===== src/rtl/bus_arb_pkg.sv =====
// Shared types and constants for the bus gate arbiter.
// Requester indices match the bit positions of the req vector.
package bus_arb_pkg;

    typedef enum logic [1:0] {
        IDLE  = 2'd0,
        GRANT = 2'd1,
        TURN  = 2'd2
    } arb_state_t;

    localparam int N_REQ      = 4;
    localparam int REQ_PC     = 0;
    localparam int REQ_MDR    = 1;
    localparam int REQ_MARMUX = 2;
    localparam int REQ_ALU    = 3;

    function automatic logic [N_REQ-1:0] onehot4(input logic [1:0] idx);
        return 4'b0001 << idx;
    endfunction

endpackage


===== src/rtl/bus_gate_arbiter_rr_pick.sv =====
// Combinational round-robin picker: first set request scanning upward from ptr, wrapping 3->0.
module rr_pick
    import bus_arb_pkg::*;
(
    input  logic [N_REQ-1:0] req,
    input  logic [1:0]       ptr,
    output logic             valid,
    output logic [1:0]       idx
);

    logic [1:0] cand_s;

    // Rotating priority scan; the first hit wins and later hits are ignored.
    always_comb begin
        valid  = 1'b0;
        idx    = 2'd0;
        cand_s = ptr;
        for (int k = 0; k < N_REQ; k++) begin
            cand_s = ptr + 2'(k);
            if (!valid && req[cand_s]) begin
                valid = 1'b1;
                idx   = cand_s;
            end else begin
                valid = valid;
            end
        end
    end

endmodule


===== src/rtl/bus_gate_arbiter.sv =====
// Round-robin owner sequencing for the shared datapath bus with registered one-hot Gate* enables.
// Optional tenure limit with forced release is enabled by defining BUS_ARB_TIMEOUT_EN.
module bus_gate_arbiter
    import bus_arb_pkg::*;
#(
    parameter int TURN_CYCLES = 1,
    parameter int MAX_TENURE  = 16
) (
    input  logic             Clk,
    input  logic             Reset_n,
    input  logic [N_REQ-1:0] req,
    output logic             GatePC,
    output logic             GateMDR,
    output logic             GateMARMUX,
    output logic             GateALU,
    output logic [1:0]       owner,
    output logic             busy,
    output logic             timeout
);

    localparam int TW = (TURN_CYCLES > 1) ? $clog2(TURN_CYCLES) : 1;

    arb_state_t       state_q, state_d;
    logic [N_REQ-1:0] gate_q, gate_d;
    logic [1:0]       owner_q, owner_d;
    logic             busy_q, busy_d;
    logic [1:0]       rr_ptr_q, rr_ptr_d;
    logic [TW-1:0]    turn_cnt_q, turn_cnt_d;

    logic             release_s;
    logic             force_s;
    logic             arb_en_s;
    logic [N_REQ-1:0] elig_s;
    logic             pick_valid_s;
    logic [1:0]       pick_idx_s;

`ifdef BUS_ARB_TIMEOUT_EN
    localparam int TEN_W = $clog2(MAX_TENURE + 1);

    logic [TEN_W-1:0] tenure_q, tenure_d;
    logic [N_REQ-1:0] mask_q, mask_d;
    logic             timeout_q, timeout_d;

    // Owner gives up the bus by dropping req, or is forced off once its tenure is used up.
    always_comb begin
        release_s = 1'b0;
        force_s   = 1'b0;
        if (state_q == GRANT) begin
            if (!req[owner_q]) begin
                release_s = 1'b1;
            end else if (tenure_q == TEN_W'(MAX_TENURE)) begin
                release_s = 1'b1;
                force_s   = 1'b1;
            end else begin
                release_s = 1'b0;
            end
        end else begin
            release_s = 1'b0;
        end
    end

    // A timed-out owner stays ineligible, including for a same-edge handover, until its req goes low.
    assign elig_s = req & ~mask_q & ~(force_s ? onehot4(owner_q) : 4'b0000);
`else
    // Without the tenure limit an owner only leaves by dropping its request.
    always_comb begin
        force_s = 1'b0;
        if (state_q == GRANT) begin
            release_s = !req[owner_q];
        end else begin
            release_s = 1'b0;
        end
    end

    assign elig_s = req;
`endif

    rr_pick u_rr_pick (
        .req   (elig_s),
        .ptr   (rr_ptr_q),
        .valid (pick_valid_s),
        .idx   (pick_idx_s)
    );

    // Next-state logic; gates are only ever set to zero or to a single freshly picked bit.
    always_comb begin
        state_d    = state_q;
        gate_d     = gate_q;
        owner_d    = owner_q;
        rr_ptr_d   = rr_ptr_q;
        turn_cnt_d = turn_cnt_q;
        arb_en_s   = 1'b0;
`ifdef BUS_ARB_TIMEOUT_EN
        tenure_d  = tenure_q;
        mask_d    = (mask_q & req) | (force_s ? onehot4(owner_q) : 4'b0000);
        timeout_d = force_s;
`endif
        case (state_q)
            IDLE: begin
                gate_d   = 4'b0000;
                arb_en_s = 1'b1;
            end
            GRANT: begin
                if (release_s) begin
                    gate_d = 4'b0000;
                    if (TURN_CYCLES > 0) begin
                        state_d    = TURN;
                        turn_cnt_d = TW'(TURN_CYCLES - 1);
                    end else begin
                        state_d  = IDLE;
                        arb_en_s = 1'b1;
                    end
                end else begin
`ifdef BUS_ARB_TIMEOUT_EN
                    tenure_d = tenure_q + TEN_W'(1);
`endif
                    gate_d = gate_q;
                end
            end
            TURN: begin
                gate_d = 4'b0000;
                if (turn_cnt_q == TW'(0)) begin
                    state_d  = IDLE;
                    arb_en_s = 1'b1;
                end else begin
                    turn_cnt_d = turn_cnt_q - TW'(1);
                end
            end
            default: begin
                state_d = IDLE;
                gate_d  = 4'b0000;
            end
        endcase

        if (arb_en_s && pick_valid_s) begin
            state_d  = GRANT;
            gate_d   = onehot4(pick_idx_s);
            owner_d  = pick_idx_s;
            rr_ptr_d = pick_idx_s + 2'd1;
`ifdef BUS_ARB_TIMEOUT_EN
            tenure_d = TEN_W'(1);
`endif
        end else begin
            owner_d = owner_d;
        end

        busy_d = (state_d != IDLE);
    end

    // State and registered outputs; reset clears the gates immediately.
    always_ff @(posedge Clk or negedge Reset_n) begin
        if (!Reset_n) begin
            state_q    <= IDLE;
            gate_q     <= 4'b0000;
            owner_q    <= 2'd0;
            busy_q     <= 1'b0;
            rr_ptr_q   <= 2'd0;
            turn_cnt_q <= '0;
        end else begin
            state_q    <= state_d;
            gate_q     <= gate_d;
            owner_q    <= owner_d;
            busy_q     <= busy_d;
            rr_ptr_q   <= rr_ptr_d;
            turn_cnt_q <= turn_cnt_d;
        end
    end

`ifdef BUS_ARB_TIMEOUT_EN
    // Tenure counter, offender mask and timeout pulse.
    always_ff @(posedge Clk or negedge Reset_n) begin
        if (!Reset_n) begin
            tenure_q  <= '0;
            mask_q    <= 4'b0000;
            timeout_q <= 1'b0;
        end else begin
            tenure_q  <= tenure_d;
            mask_q    <= mask_d;
            timeout_q <= timeout_d;
        end
    end

    assign timeout = timeout_q;
`else
    assign timeout = 1'b0;
`endif

    assign GatePC     = gate_q[REQ_PC];
    assign GateMDR    = gate_q[REQ_MDR];
    assign GateMARMUX = gate_q[REQ_MARMUX];
    assign GateALU    = gate_q[REQ_ALU];
    assign owner      = owner_q;
    assign busy       = busy_q;

endmodule

===== config.mk =====
export PLATFORM = sky130hd
export DESIGN_NAME = bus_gate_arbiter
export DESIGN_NICKNAME = d
export VERILOG_FILES = /design/src/rtl/bus_arb_pkg.sv /design/src/rtl/bus_gate_arbiter_rr_pick.sv /design/src/rtl/bus_gate_arbiter.sv
export SDC_FILE = /design/constraint.sdc
export NUM_CORES = 1
export LEC_CHECK = 0
export BUFFER_PORTS_ARGS = -buffer_cell sky130_fd_sc_hd__buf_4
export CAP_MARGIN = 15
export CORE_MARGIN = 10
export CORE_UTILIZATION = 37
export DETAILED_ROUTE_END_ITERATION = 8
export SYNTH_ARGS = -nofsm -noshare
export SYNTH_HDL_FRONTEND = slang
export SYNTH_SLANG_ARGS = --single-unit

===== constraint.sdc =====
create_clock -name Clk -period 1.6 [get_ports Clk]
set_input_delay 0.4 -clock Clk [delete_from_list [all_inputs] [get_ports Clk]]
set_output_delay 0.4 -clock Clk [all_outputs]
set_load 0.005 [all_outputs]

==> results.ini <==
[cts]
cts_tree=yes
ctsRootBufferMaster=clkbuf_4
cts_inserted_buffers=3
clk_path_buf_depth=2
worstSkewPairLatency_ns=0.26
cts.clk_slew.worst_paths_ns=0.07
cts_sinks=11
h-tree-depth=1

[floorplan]
start_util_pct=39.9
die_area_um2=3690
ios=14
num_rows=14
dieWidth_um=60.7
die_h_um=60.7
core_um2=1540

[final_layout]
fill_cells=141
antennaDiodeCount=0
fin_nets=93
utilization_pct=58.7
stdcell_count=98
layout-area-overhead-vs-synth_pct=47.3
drive_gt1_share_pct=62.2

[timing]
final.period_utilization_pct=94.5
fin_skew_ns=0.00110
slew_viol_final=0
fin_hold_ws_ns=0.450
rsz0062_at_grt=no
hold_violations=0
setup_viol=0
setup_tns_ns=0
timing.fmax_mhz=662
finalCriticalPeriod_ns=1.51

[global_route]
grt-ovfl-total=0
grt_pass1_wl_um=2470
grt_pass1_vias=554
grt_use_total_pct=8.87
grt_max_degree=12
antenna_found_initial=0

[pwr]
powerDensity_nw_per_um2=1600
leakagePower_uw=0.000426
combPwrFrac_pct=51.5
netSwitchingFraction_pct=33.2
p_sw_uw=481
finalPower_uw=1450
p_int_uw=970
irDropWorstVdd_v=0.000951
p_seq_share_pct=35.5
pwr-share-clk_pct=13.0

[setup_path]
worstPathRequired_ns=1.76
cp_num_buf_inv=0
path_cells=nand2b_4, a21oi_2, or3_4, ha_2, a22o_2
worst_setup_path_start_kind=flop
crit_arrival_ns=1.67
slowest_stage=or3_4
cpLargestDelayFamily=simple AND/OR/NAND/NOR gates
crit_fanout=3
end_kind=flop
critical_path_class=reg -> reg
critPathMaxStageDelay_ns=0.39

[yosys]
syn-num-nets=62
syn_area_um2=614
syn_avg_cell_area_um2=11.8
yosys_warnings=0
yosysTopAreaCell=dfrtp_1
netlist.area_leader.share_pct=44.8
synth_area_leaders=dfrtp_1 (45%), ha_1 (8.1%), a22o_2 (4.9%)
ys_top_cells_by_count=dfrtp_1 (11), ha_1 (4), a22o_2 (3)
yosys_most_used_dff=dfrtp_1
synth_async_sr_flop_share_pct=100
synth.distinct_cells=30
ys_ff_latch=11
synth-edff-count=0
ys_seq_area_share_pct=44.8
syn_inst=52
synth_most_common_cell=dfrtp_1

[worst_hold_path]
hp-class=reg -> reg

[route]
drcViolationCount=0
vias_per_cell=5.14
drt_iter0_markers=9
wl_um=1380
drt-pass1-iter-count=4
wire_per_inst_um=14.1
ant_nets=0
num_vias=504

[placement]
routabilityCongestion=0.777
dp_hpwl_um=1090
portBuffers=12
dp_cells=91

[status]
status=finished, final reports clean

[flow_run]
drv_cap=0

layout make-up:
class | instances | area, um^2 | area share (%)
clock buffer | 4 | 26.3 | 2.90
inverter | 1 | 3.75 | 0.415
multi-input combinational | 38 | 365 | 40.4
sequential | 11 | 277 | 30.6
tap | 16 | 20.0 | 2.21
timing repair buffer | 28 | 213 | 23.5
cells in the final DEF, fill, tap and decap left out:
cell            n
buf_4          27
nor2_1          2
a21oi_2         2
inv_1           1
ha_1            2
and2_4          1
mux4_2          1
o41a_1          1
a32o_1          1
nor2b_2         1
clkbuf_1        1
nor2_2          1
nand2b_4        1
dfrtp_2         1
nor3_2          1
nand2b_1        1
nand2_1         1
or3_4           1
o21ai_0         2
mux2i_1         1
or2_1           1
clkbuf_4        3
a22o_2          3
o21a_1          1
dlygate4sd3_1   1
or2_4           1
nor2b_1         1
nor4_4          1
and2b_2         2
a311oi_2        1
dfrtp_1        10
o21bai_1        1
conb_1          1
mux2_2          1
ha_2            2
o41ai_1         2
flip-flops by register name (all words and copies together) (netlist names):
| name | flops |
|---|---|
| rr_ptr_q | 2 |
| owner | 2 |
| busy | 1 |
| state_q | 2 |
| gate_q | 4 |
cell families after synthesis:
logic type,Yosys count,synth area share (%)
AOI/OAI and AO/OA,14,18.3
other,1,0.610
adders and majority gates,4,8.15
and+or+nand+nor,16,18.5
muxes,3,7.13
DFF,11,44.8
buffers and inverters,3,2.44
metal layers:
layer	up-vias	global-route usage, %	wire length, um
li1	248	-	-
met1	246	9.93	544
met2	8	14.7	740
met3	2	3.97	82
met4	0	2.82	9
met5	-	0	0
path summary, 6_finish.rpt:
path                        startpoint          end  slack (ns)  cells past startpoint
max in group asynchronous      Reset_n  rr_ptr_q[1]        0.94                      2
hold reg to reg             state_q[1]         busy        0.45                      1
min in group asynchronous      Reset_n   state_q[0]        0.50                      2
hold / removal              state_q[1]         busy        0.45                      1
setup reg to reg           rr_ptr_q[0]    gate_q[0]        0.09                      5
setup / recovery           rr_ptr_q[0]    gate_q[0]        0.09                      5
power groups by stage:
stage	clock network [uW]	registers [uW]	logic, uW
after floorplan	0	482	408
after global placement	0	522	678
after detailed placement	0	524	678
after CTS	196	520	689
after global routing	205	539	849
final	188	516	748
what timing repair did:
action | in CTS | in global routing
pin swaps | 0 | 3
hold buffers | 1 | 0
gates resized for setup | 0 | 8
endpoints found under the setup margin | 1 | 4
setup buffers | 0 | 2
endpoints found under the hold margin | 11 | 0
cloned | 0 | 0
metrics by stage:
step	cell area, um^2	worst slack, ns
4_1_cts	857	-0.00334
3_3_place_gp	821	-0.203
6_report	905	0.0886
3_5_place_dp	821	-0.206
5_1_grt	905	0.0106
2_1_floorplan	624	-0.0178
No activity file was read; power rests on OpenSTA's default activity.
